===== src/rtl/stereo_pair_serializer.sv =====
`default_nettype none
// ============================================================================
// Module   : stereo_pair_serializer
// Purpose  : Serializes (L,R) pairs into a tagged mono valid/ready stream with
//            a one-pair pending buffer and optional inter-beat gap.
//            Optional mono down-mix beat enabled by macro SER_MONO_MIX_EN.
// Revision : 1.0
// ============================================================================
module stereo_pair_serializer #(
    parameter int WIDTH      = 16,
    parameter int GAP_CYCLES = 0
) (
    input  logic             clk,
    input  logic             reset_n,
    input  logic [WIDTH-1:0] left_sample,
    input  logic [WIDTH-1:0] right_sample,
    input  logic             pair_valid,
`ifdef SER_MONO_MIX_EN
    input  logic             mono_mode,
`endif
    output logic [WIDTH-1:0] sample_out,
    output logic             valid_out,
    input  logic             ready_in,
    output logic             dir_out,
    output logic             busy,
    output logic             overflow,
    input  logic             clear_ovf
);

    localparam int GW = (GAP_CYCLES > 0) ? $clog2(GAP_CYCLES + 1) : 1;
    localparam logic [GW-1:0] GAP_LOAD = GW'(GAP_CYCLES);
    localparam logic [GW-1:0] GAP_ONE  = GW'(1);

    typedef enum logic [2:0] {
        ST_IDLE   = 3'd0,
        ST_EMIT_L = 3'd1,
        ST_GAP_L  = 3'd2,
        ST_EMIT_R = 3'd3,
        ST_GAP_R  = 3'd4
    } state_t;

    logic mono_in;
`ifdef SER_MONO_MIX_EN
    assign mono_in = mono_mode;
`else
    assign mono_in = 1'b0;
`endif

    state_t           state_q, state_d;
    logic             act_occ_q, act_occ_d, pend_occ_q, pend_occ_d;
    logic             act_mono_q, act_mono_d, pend_mono_q, pend_mono_d;
    logic [WIDTH-1:0] act_l_q, act_l_d, act_r_q, act_r_d;
    logic [WIDTH-1:0] pend_l_q, pend_l_d, pend_r_q, pend_r_d;
    logic [GW-1:0]    gap_cnt_q, gap_cnt_d;
    logic [WIDTH-1:0] sample_out_q, sample_out_d;
    logic             valid_out_q, valid_out_d;
    logic             dir_out_q, dir_out_d;
    logic             busy_q, busy_d;
    logic             overflow_q, overflow_d;

    logic             accept, slot_done, act_free;
    logic [WIDTH:0]   mix_sum;

    always_comb begin
        state_d      = state_q;
        act_occ_d    = act_occ_q;
        act_mono_d   = act_mono_q;
        act_l_d      = act_l_q;
        act_r_d      = act_r_q;
        pend_occ_d   = pend_occ_q;
        pend_mono_d  = pend_mono_q;
        pend_l_d     = pend_l_q;
        pend_r_d     = pend_r_q;
        gap_cnt_d    = gap_cnt_q;
        sample_out_d = sample_out_q;
        overflow_d   = overflow_q & ~clear_ovf;
        mix_sum      = '0;

        accept    = valid_out_q && ready_in;
        slot_done = accept && ((state_q == ST_EMIT_R) ||
                               ((state_q == ST_EMIT_L) && act_mono_q));
        act_free  = !act_occ_q || slot_done;

        // Slot bookkeeping: free on final beat, promote pending, then place new pair.
        if (slot_done) begin
            act_occ_d = 1'b0;
        end
        if (act_free && pend_occ_q) begin
            act_occ_d  = 1'b1;
            act_mono_d = pend_mono_q;
            act_l_d    = pend_l_q;
            act_r_d    = pend_r_q;
            pend_occ_d = 1'b0;
        end
        if (pair_valid) begin
            if (!act_occ_d && ((state_q == ST_IDLE) || slot_done)) begin
                act_occ_d  = 1'b1;
                act_mono_d = mono_in;
                act_l_d    = left_sample;
                act_r_d    = right_sample;
            end else if (!pend_occ_d) begin
                pend_occ_d  = 1'b1;
                pend_mono_d = mono_in;
                pend_l_d    = left_sample;
                pend_r_d    = right_sample;
            end else begin
                overflow_d = 1'b1;
            end
        end

        case (state_q)
            ST_IDLE: begin
                if (act_occ_q) state_d = ST_EMIT_L;
            end
            ST_EMIT_L: begin
                if (accept) begin
                    if (GAP_CYCLES > 0) begin
                        state_d   = act_mono_q ? ST_GAP_R : ST_GAP_L;
                        gap_cnt_d = GAP_LOAD;
                    end else if (act_mono_q) begin
                        state_d = act_occ_d ? ST_EMIT_L : ST_IDLE;
                    end else begin
                        state_d = ST_EMIT_R;
                    end
                end
            end
            ST_GAP_L: begin
                if (gap_cnt_q != '0) gap_cnt_d = gap_cnt_q - GAP_ONE;
                if (gap_cnt_q <= GAP_ONE) state_d = ST_EMIT_R;
            end
            ST_EMIT_R: begin
                if (accept) begin
                    if (GAP_CYCLES > 0) begin
                        state_d   = ST_GAP_R;
                        gap_cnt_d = GAP_LOAD;
                    end else begin
                        state_d = act_occ_d ? ST_EMIT_L : ST_IDLE;
                    end
                end
            end
            ST_GAP_R: begin
                if (gap_cnt_q != '0) gap_cnt_d = gap_cnt_q - GAP_ONE;
                if (gap_cnt_q <= GAP_ONE) state_d = act_occ_d ? ST_EMIT_L : ST_IDLE;
            end
            default: state_d = ST_IDLE;
        endcase

        // Outputs are registered from the next state and next slot contents.
        valid_out_d = (state_d == ST_EMIT_L) || (state_d == ST_EMIT_R);
        dir_out_d   = (state_d == ST_EMIT_R);
        if (state_d == ST_EMIT_L) begin
            mix_sum      = {act_l_d[WIDTH-1], act_l_d} + {act_r_d[WIDTH-1], act_r_d};
            sample_out_d = act_mono_d ? mix_sum[WIDTH:1] : act_l_d;
        end else if (state_d == ST_EMIT_R) begin
            sample_out_d = act_r_d;
        end
        busy_d = act_occ_d || pend_occ_d;
    end

    always_ff @(posedge clk) begin
        if (!reset_n) begin
            state_q      <= ST_IDLE;
            act_occ_q    <= 1'b0;
            act_mono_q   <= 1'b0;
            act_l_q      <= '0;
            act_r_q      <= '0;
            pend_occ_q   <= 1'b0;
            pend_mono_q  <= 1'b0;
            pend_l_q     <= '0;
            pend_r_q     <= '0;
            gap_cnt_q    <= '0;
            sample_out_q <= '0;
            valid_out_q  <= 1'b0;
            dir_out_q    <= 1'b0;
            busy_q       <= 1'b0;
            overflow_q   <= 1'b0;
        end else begin
            state_q      <= state_d;
            act_occ_q    <= act_occ_d;
            act_mono_q   <= act_mono_d;
            act_l_q      <= act_l_d;
            act_r_q      <= act_r_d;
            pend_occ_q   <= pend_occ_d;
            pend_mono_q  <= pend_mono_d;
            pend_l_q     <= pend_l_d;
            pend_r_q     <= pend_r_d;
            gap_cnt_q    <= gap_cnt_d;
            sample_out_q <= sample_out_d;
            valid_out_q  <= valid_out_d;
            dir_out_q    <= dir_out_d;
            busy_q       <= busy_d;
            overflow_q   <= overflow_d;
        end
    end

    assign sample_out = sample_out_q;
    assign valid_out  = valid_out_q;
    assign dir_out    = dir_out_q;
    assign busy       = busy_q;
    assign overflow   = overflow_q;

endmodule
`default_nettype wire


===== config.mk =====
export PLATFORM = sky130hd
export DESIGN_NAME = stereo_pair_serializer
export DESIGN_NICKNAME = d
export VERILOG_FILES = /design/src/rtl/stereo_pair_serializer.sv
export SDC_FILE = /design/constraint.sdc
export NUM_CORES = 1
export LEC_CHECK = 0
export CAP_MARGIN = 20
export CORE_ASPECT_RATIO = 0.7
export CORE_MARGIN = 8
export CORE_UTILIZATION = 50
export DETAILED_ROUTE_END_ITERATION = 10
export PLACE_DENSITY = 0.73
export SKIP_LAST_GASP = 1
export SYNTH_ARGS = -nofsm -noshare
export SYNTH_HDL_FRONTEND = slang
export SYNTH_SLANG_ARGS = --single-unit

===== constraint.sdc =====
create_clock -name clk -period 11.36 [get_ports clk]
set_input_delay 1.704 -clock clk [delete_from_list [all_inputs] [get_ports clk]]
set_output_delay 1.704 -clock clk [all_outputs]
set_load 0.02 [all_outputs]

# Yosys cells after proc, flatten, opt, wreduce, memory -nomap -nowiden
# Index checks and enable logic that the tools add are counted.
classes:
  add_sub_neg: 2
  n_mul: 0
  n_div: 0
  n_lt_le_gt_ge: 1
  n_eq_ne: 6
  shifts: 0
  muxes: 31
  n_bitwise: 4
  reduce_logical: 16
ops:
  columns: ["cell", "n"]
  rows:
  - ["two-way mux 16 bit", 9]
  - ["adder 16 x 16 -> 17 bit", 1]
  - ["two-way mux 1 bit", 15]
  - ["two-way mux 3 bit", 5]
  - ["case mux 3 bit (5 select lines)", 1]
  - ["== test 3 x 2 -> 1 bit (second input constant)", 3]
  - ["== test 3 x 1 -> 1 bit (second input constant)", 2]
  - ["logical AND 1 bit", 5]
  - ["logical OR 1 bit", 5]
  - ["== test 3 bit (second input constant)", 1]
  - ["logical NOT 3 bit", 1]
  - ["inverter 1 bit", 3]
  - ["AND reduction 3 bit", 1]
  - ["logical NOT 1 bit", 2]
  - ["two-way mux 2 bit", 1]
  - ["nonzero test 2 bit", 1]
  - ["OR reduction 2 bit", 1]
  - ["bitwise AND 1 bit", 1]
  - ["<= comparator 1 bit (second input constant)", 1]
  - ["subtractor 1 bit (second input constant)", 1]
totals:
  register_bits: 91
  latch_bits: 0
  ram_bits: 0
  mem_bits_ro: 0
  in_bits: 37
  out_inout_bits: 20
  elab_cells: 74
  n_memories: 0

# Longest topological paths before layout
# Gate-level depths: netlist (run 1).
logic_depth:
  word_depth: 18
  depth_mapped: 17
  mapped_depth_nobuf: 14

# Worst setup path before layout (run 1)
# OpenSTA, ideal clock, no wires.
synth_timing:
  path_kind: "input-to-reg"
  startpoint: "input port ready_in"
  endpoint: "register sample_out_q[15], in the netlist sample_out[15]"
  setup_time_ns: 0.071
  t_arrival_ns: 4.777
  t_required_ns: 11.289
  path_slack_ns: 6.512
  cell_stages: 16
  path_buffers: 2
  path_cell_list: "and3_2 -> a32oi_2 -> buf_6 -> buf_4 -> mux2i_1 -> nor2_1 -> a21oi_1 -> inv_1 -> fa_1 -> a21o_1 -> a21oi_1 -> o21ai_1 -> a41o_1 -> a2111oi_2 -> o221ai_1 -> a21oi_1"
synth_between:
  word_cells_on_any_way: 33
  cone_classes: "add/sub (1); eq/ne (2); mux (22); reduce/logical (8)"
synth_lines:
  columns: ["element", "line_no", "rtl"]
  rows:
  - ["start, declared", "23", "input logic ready_in,"]
  - ["logical AND 1 bit (*)", "79", "accept = valid_out_q && ready_in;"]
  - ["logical AND 1 bit (*)", "80", "slot_done = accept && ((state_q == ST_EMIT_R) ||"]
  - ["logical OR 1 bit", "82", "act_free = !act_occ_q || slot_done;"]
  - ["logical AND 1 bit", "88", "if (act_free && pend_occ_q) begin"]
  - ["two-way mux 1 bit", "88", null]
  - ["logical NOT 1 bit", "96", "if (!act_occ_d && ((state_q == ST_IDLE) || slot_done)) begin"]
  - ["logical AND 1 bit", "96", null]
  - ["two-way mux 16 bit", "96", null]
  - ["two-way mux 16 bit (*)", "95", "if (pair_valid) begin"]
  - ["named net act_l_d[1]", "52", "logic [WIDTH-1:0] act_l_q, act_l_d, act_r_q, act_r_d;"]
  - ["adder 16 x 16 -> 17 bit (*)", "152", "mix_sum = {act_l_d[WIDTH-1], act_l_d} + {act_r_d[WIDTH-1], act_r_d};"]
  - ["two-way mux 16 bit (*)", "153", "sample_out_d = act_mono_d ? mix_sum[WIDTH:1] : act_l_d;"]
  - ["two-way mux 16 bit (*)", "151", "if (state_d == ST_EMIT_L) begin"]
  - ["end signal, assigned", "188", "sample_out_q <= sample_out_d;"]
  - ["end, declared", "55", "logic [WIDTH-1:0] sample_out_q, sample_out_d;"]
# The timed path passes the listed nets; every way through them passes the cells marked *. The select of a mux whose other input is x is not followed.
# A chain may end at the register's enable or synchronous reset.

# Final worst setup path (run 1)
# Same ends and word-level chain as after synthesis.

==> results of run 1 <==
-- cell type report --
type                            instances  share of cell area (%)
Multi-Input combinational cell        416                    49.0
Inverter                               10                   0.656
Timing Repair Buffer                   63                    10.9
Clock buffer                           11                    4.24
Clock inverter                          4                   0.896
Tap cell                              128                    2.80
Sequential cell                        90                    31.5
-- cell families after synthesis --
kind of cell	after synthesis	share of synthesized area [%]
and+or+nand+nor	195	19.5
AOI/OAI and AO/OA	131	19.0
DFF	90	37.5
muxes	66	13.8
buffers and inverters	44	4.41
adders and majority gates	16	4.33
xor gates and xnor gates	7	1.28
other	1	0.0782
-- synthesized netlist by cell type (all sizes together) (2+ instances only) --
library cell / instances
xnor2: 4
a222oi: 9
mux2i: 66
a31oi: 2
nand2: 50
nand2b: 2
a211o: 3
a2111oi: 3
nor2: 65
and3: 6
a22oi: 5
a21oi: 26
o22ai: 4
nor3: 10
nand3: 7
and2: 33
nand4: 4
nor4: 3
o21a: 2
buf: 17
clkbuf: 17
xor2: 3
or2: 6
a41oi: 3
o21ai: 44
ha: 15
a221oi: 2
dfxtp: 90
nor2b: 3
or3: 3
a211oi: 2
o211ai: 3
a41o: 2
inv: 10
a22o: 2
a21o: 8
o21bai: 2
-- flip-flops by register name, indices dropped and copies added (netlist names), 3 cells and up --
register    flops
state_q         3
pend_r_q       16
pend_l_q       16
act_r_q        16
sample_out     16
act_l_q        16
-- stage by stage --
step | util (%) | total power, mW | cells
finish | 60.3 | 0.826 | 722
CTS | 60.3 | 0.828 | 722
floorplan | - | 0.476 | 550
global placement | 57.0 | 0.526 | 706
global route | 60.3 | 0.861 | 722
detailed placement | 57.2 | 0.529 | 707
-- cell usage in the layout, fill, tap and decap left out, drive strengths merged, types with 3 or more instances in the layout --
| cell type | instances |
|---|---|
| a2111oi | 3 |
| a211o | 3 |
| a21o | 8 |
| a21oi | 26 |
| a222oi | 9 |
| a22oi | 5 |
| a41oi | 3 |
| and2 | 33 |
| and3 | 6 |
| buf | 7 |
| clkbuf | 11 |
| clkdlybuf4s50 | 56 |
| dfxtp | 90 |
| ha | 15 |
| inv | 11 |
| mux2i | 66 |
| nand2 | 50 |
| nand3 | 7 |
| nand4 | 4 |
| nor2 | 65 |
| nor2b | 3 |
| nor3 | 10 |
| nor4 | 3 |
| o211ai | 3 |
| o21ai | 44 |
| o22ai | 4 |
| or2 | 6 |
| or3 | 3 |
| xnor2 | 4 |
| xor2 | 3 |
-- power by group through the flow --
stage	combinational [mW]	clock [mW]	sequential (mW)
6_report	0.180	0.301	0.345
5_1_grt	0.197	0.317	0.347
4_1_cts	0.179	0.304	0.345
3_5_place_dp	0.177	0	0.352
3_3_place_gp	0.175	0	0.352
2_1_floorplan	0.123	0	0.354
-- worst max path at each step --
stage               slack [ns]              to     start
finish                    5.76  sample_out[15]  ready_in
detailed placement        5.48  sample_out[15]  ready_in
CTS                       5.81  sample_out[15]  ready_in
global placement          5.56  sample_out[15]  ready_in
floorplan                 6.51  sample_out[15]  ready_in
global route              5.50  sample_out[15]  ready_in
-- per-layer routing --
metal  vias to the layer above  GRT usage (%)
met1                      1963           25.2
met4                         0           4.52
met3                        11           4.82
met2                       120           30.7
met5                         -              0
li1                       2042              -
-- critical path: cells and delay by family --
family	cells	cell delay, ns
compound gates	9	2.04
buf+inv	3	1.11
fa+ha+maj	1	0.47
simple gates	2	0.27
mux	1	0.25
==> out/qor.csv, run 1 <==
stage,metric,value,unit
run_status,outcome,"complete, no violations",
place,Detailed Place HPWL,8680,um
pwr,static leakage,2.51,nW
pwr,Switch Pwr,0.239,mW
yosys,Synth cell types,67,
floorplanning,Initial Util,50.5,%
pwr,register share of total power,41.8,%
pwr,Comb pwr share,21.8,%
yosys,"Primary FF master, synth",dfxtp_1,
yosys,biggest area consumer among synthesized cells,dfxtp_1,
route,top routing layer in use,met4,
timing,Slew HR,31.5,%
yosys,"top cells by area, synth","dfxtp_1 38%, mux2i_1 14%, nor2_1 5.1%",
floorplanning,Site Rows,30,
route,WL met1,5880,um
final_layout,fin area,0.00573,mm2
floorplanning,die area,0.0130,mm2
yosys,syn_nets,603,
flow_run,Max Cap Viol,0,
timing,final cycle utilization of the critical path,49.3,%
floorplanning,Placeable Area,0.00950,mm2
timing,final setup fails,0,
final_layout,Diodes inserted,0,
yosys,post-synth top area share,37.5,%
floorplanning,Die Ht,98.0,um
grt,initial antenna violation count,0,
worst_setup_path,crit path launch type,input port,
min_path,worst hold path class,flip-flop to flip-flop,
grt,total global routing overflow,0,
clock_network,Clock Tree Buf Depth,2,
pwr,P_int,0.588,mW
worst_setup_path,worst-case reg-to-reg path depth,15,
worst_setup_path,Slowest cell on crit path,buf_4,
grt,number of global-route vias before repair,4020,
worst_setup_path,RR Startpoint,state_q[2],
worst_setup_path,CP arrival,5.87,ns
grt,Total GRT Usage,19.1,%
yosys,Post-Syn Area,0.00480,mm2
route,met3 routed WL,768,um
final_layout,synthesis-to-finish area growth,19.3,%
place,placed cell area,0.00543,mm2
timing,Hold WS,0.495,ns
route,Avg Vias per Cell,5.73,
worst_setup_path,Reg2Reg Setup Slack,7.14,ns
min_path,hold endpoint,pend_l_q[8],
yosys,"Seq/Total Area, Yosys",37.5,%
route,"antenna viol nets, final",0,
clock_network,# Post-CTS Setup Buffers,0,
floorplanning,# IOs,57,
place,gpl congestion,0.917,
place,port buffer count,56,
timing,Final Max Tran Viols,0,
timing,Max Freq,179,MHz
timing,Final Critical Period,5.60,ns
clock_network,clock sinks,90,
timing,Hold Fails Final Rpt,0,
final_layout,number of nets in the layout,643,
yosys,#FFs+latches synth,90,
clock_network,cts bufs inserted,9,
grt,largest net degree at the start of global routing,65,
final_layout,multi-input logic area,0.00281,mm2
worst_setup_path,cells along the critical path,"clkdlybuf4s50_1, and3_2, a32oi_4, buf_4, mux2i_1, nor2_1, a21oi_1, inv_1, fa_1, a21o_1, a21oi_1, o21ai_1, a41o_1, a2111oi_2, o221ai_1, a21oi_1",
worst_setup_path,Max stage delay on crit path,0.56,ns
yosys,average cell area after synthesis,8.72,um2
clock_network,post-CTS resize count,0,
route,WL met2,5680,um
worst_setup_path,cell mode on critical path,a21oi_1,
clock_network,"Reg clk slew, reported paths",0.06,ns
worst_setup_path,end of the worst register-to-register path,sample_out[15],
timing,Clock Skew,0.00784,ns
pwr,VDD IR-drop max,0.0939,mV
route,final wirelength,12400,um
final_layout,ratio of cells with drive above 1 in the final layout,7.41,%
clock_network,CTS tree,yes,
route,Initial DRC Count,366,
yosys,YS warnings,0,
min_path,Hold Crit Depth,2,
clock_network,Worst-Skew Late Latency,0.34,ns
worst_setup_path,Worst setup EP type,flip-flop,
clock_network,H-tree levels,3,
route,Pre-antenna DRT Iters,8,
clock_network,root buffer cell,clkbuf_16,
pwr,switch share,28.9,%
pwr,clock power share,36.4,%
timing,RSZ-0062 raised after global routing,false,
yosys,ys async rst share,0,%
route,WL/cell,17.2,um
place,pre-CTS WS,5.48,ns
final_layout,FF/Latch Area,0.00180,mm2
worst_setup_path,Crit Path Category,input port to flip-flop,
timing,Final TNS setup,0,ns
clock_network,number of hold buffers added after CTS,0,
timing,final setup margin,5.76,ns
route,vias after detailed routing,4136,
route,Remaining DRCs,0,
timing,Worst-Margin Slew,1.02,ns
grt,first-pass GRT wire length,20500,um
worst_setup_path,Worst Path Max Fanout,35,
min_path,HP Start,pend_l_q[8],
floorplanning,Die Wd,133,um
yosys,Post-synth EDFFs,0,
yosys,cells after synthesis,550,
final_layout,fill cell count,826,
worst_setup_path,Crit path required time,11.63,ns
pwr,pwr dens,144,mW/mm2
Power figures use the tool's default switching activity.
==> inputs of run 2 (changes only) <==
Settings changed: PLACE_DENSITY 0.73 to 0.75.
Clock period 11.36 ns to 5.1 ns, I/O delays scaled along.
==> out/qor.csv, run 2 (synthesis results as in run 1) <==
stage,metric,value,unit
route,Avg Vias per Cell,5.85,
timing,Clock Skew,0.00864,ns
timing,Final TNS setup,0,ns
clock_network,"Reg clk slew, reported paths",0.06,ns
route,Remaining DRCs,0,
min_path,Hold Crit Depth,2,
grt,total global routing overflow,0,
final_layout,synthesis-to-finish area growth,20.8,%
run_status,outcome,"complete, no violations",
clock_network,Clock Tree Buf Depth,2,
clock_network,root buffer cell,clkbuf_16,
worst_setup_path,Reg2Reg Setup Slack,1.10,ns
worst_setup_path,Crit path required time,5.37,ns
timing,Slew HR,38.6,%
place,port buffer count,56,
pwr,static leakage,2.55,nW
worst_setup_path,RR Startpoint,state_q[0],
final_layout,Diodes inserted,0,
clock_network,Worst-Skew Late Latency,0.35,ns
floorplanning,Site Rows,30,
final_layout,"most common cell after layout, fill and taps aside",dfxtp_1,
floorplanning,# IOs,57,
place,Detailed Place HPWL,9210,um
route,final wirelength,13200,um
clock_network,cts bufs inserted,9,
floorplanning,Die Wd,133,um
timing,Worst-Margin Slew,0.917,ns
grt,number of global-route vias before repair,4208,
clock_network,number of hold buffers added after CTS,0,
flow_run,Max Cap Viol,0,
worst_setup_path,worst-case reg-to-reg path depth,13,
route,Pre-antenna DRT Iters,6,
route,"antenna viol nets, final",0,
pwr,pwr dens,331,mW/mm2
floorplanning,Die Ht,98.0,um
floorplanning,die area,0.0130,mm2
floorplanning,Placeable Area,0.00950,mm2
timing,final setup fails,0,
route,Initial DRC Count,345,
pwr,Tot Pwr,1.92,mW
grt,first-pass GRT wire length,21500,um
timing,Final Critical Period,4.40,ns
timing,Max Freq,227,MHz
min_path,HP Start,overflow,
clock_network,H-tree levels,3,
min_path,worst hold path class,flip-flop to flip-flop,
worst_setup_path,crit path launch type,input port,
grt,Total GRT Usage,20.1,%
grt,initial antenna violation count,0,
final_layout,most frequent cells in the layout,"90 x dfxtp_1, 65 x nor2_1, 65 x mux2i_1",
min_path,hold endpoint,overflow,
timing,RSZ-0062 raised after global routing,false,
route,vias after detailed routing,4254,
final_layout,ratio of cells with drive above 1 in the final layout,8.18,%
timing,Final Max Tran Viols,0,
route,WL/cell,18.2,um
clock_network,post-CTS resize count,0,
place,gpl congestion,0.915,
clock_network,CTS tree,yes,
grt,largest net degree at the start of global routing,60,
worst_setup_path,Worst Path Max Fanout,29,
clock_network,# Post-CTS Setup Buffers,0,
clock_network,clock sinks,90,
floorplanning,Initial Util,50.5,%
worst_setup_path,Worst setup EP type,flip-flop,
worst_setup_path,end of the worst register-to-register path,sample_out[15],
final_layout,number of nets in the layout,647,
timing,final cycle utilization of the critical path,86.3,%
worst_setup_path,CP arrival,4.67,ns
pwr,VDD IR-drop max,0.159,mV
timing,Hold Fails Final Rpt,0,
worst_setup_path,Crit Path Category,input port to flip-flop,
## run 2: how the worst max path moves through the flow
stage,start,endpoint,cells after the start
6_report,ready_in,sample_out[15],14
5_1_grt,ready_in,sample_out[15],14
4_1_cts,ready_in,sample_out[15],14
3_5_place_dp,ready_in,sample_out[15],14
3_3_place_gp,ready_in,sample_out[15],14
2_1_floorplan,ready_in,sample_out[15],16
## run 2: layout make-up
type | count | area (um2)
Fill cell | 853 | 3700
Multi-Input combinational cell | 416 | 2800
Sequential cell | 90 | 1800
Timing Repair Buffer | 67 | 668
Clock buffer | 10 | 239
Tap cell | 128 | 160
Clock inverter | 6 | 88.8
Inverter | 10 | 37.5
## run 2: critical path, cell delays in order
cell and delay [ns]:
clkdlybuf4s50_1 0.41, and3_2 0.21, a32oi_4 0.43, buf_12 0.29, mux2i_1 0.10, o21ai_0 0.35
ha_1 0.40, a21o_1 0.21, a21oi_1 0.26, o21ai_1 0.16, a41o_1 0.30, a2111oi_2 0.42
o221ai_1 0.18, a21oi_1 0.16
## run 2: report_power, final
group / internal (mW) / switching, mW / leakage, nW
sequential: 0.747 / 0.0247 / 0.735
clock: 0.444 / 0.288 / 0.155
combinational: 0.176 / 0.237 / 1.66
total: 1.37 / 0.550 / 2.55
## run 2: layer usage
layer	GRT usage, %	vias to the layer above	wire [um]
met5	0	-	0
met4	5.30	0	180
met3	5.23	18	730
met2	33.5	143	6200
met1	25.3	2041	6140
li1	-	2052	-
## run 2: metrics by stage
stage	hold WS (ns)	setup WS [ns]	std cells	utilization, %	area, um2
floorplan	0.463	1.19	550	-	4800
global placement	0.473	0.489	711	57.6	5470
detailed placement	0.488	0.360	711	57.6	5470
CTS	0.504	0.705	727	61.0	5800
global route	0.521	0.463	727	61.0	5800
finish	0.497	0.700	727	61.0	5800
==> inputs of run 3 (changes only) <==
Settings changed: SLEW_MARGIN from default to 15.
==> results of run 3 <==
Same layout as run 2: the final DEF is identical, and so are final timing and power.
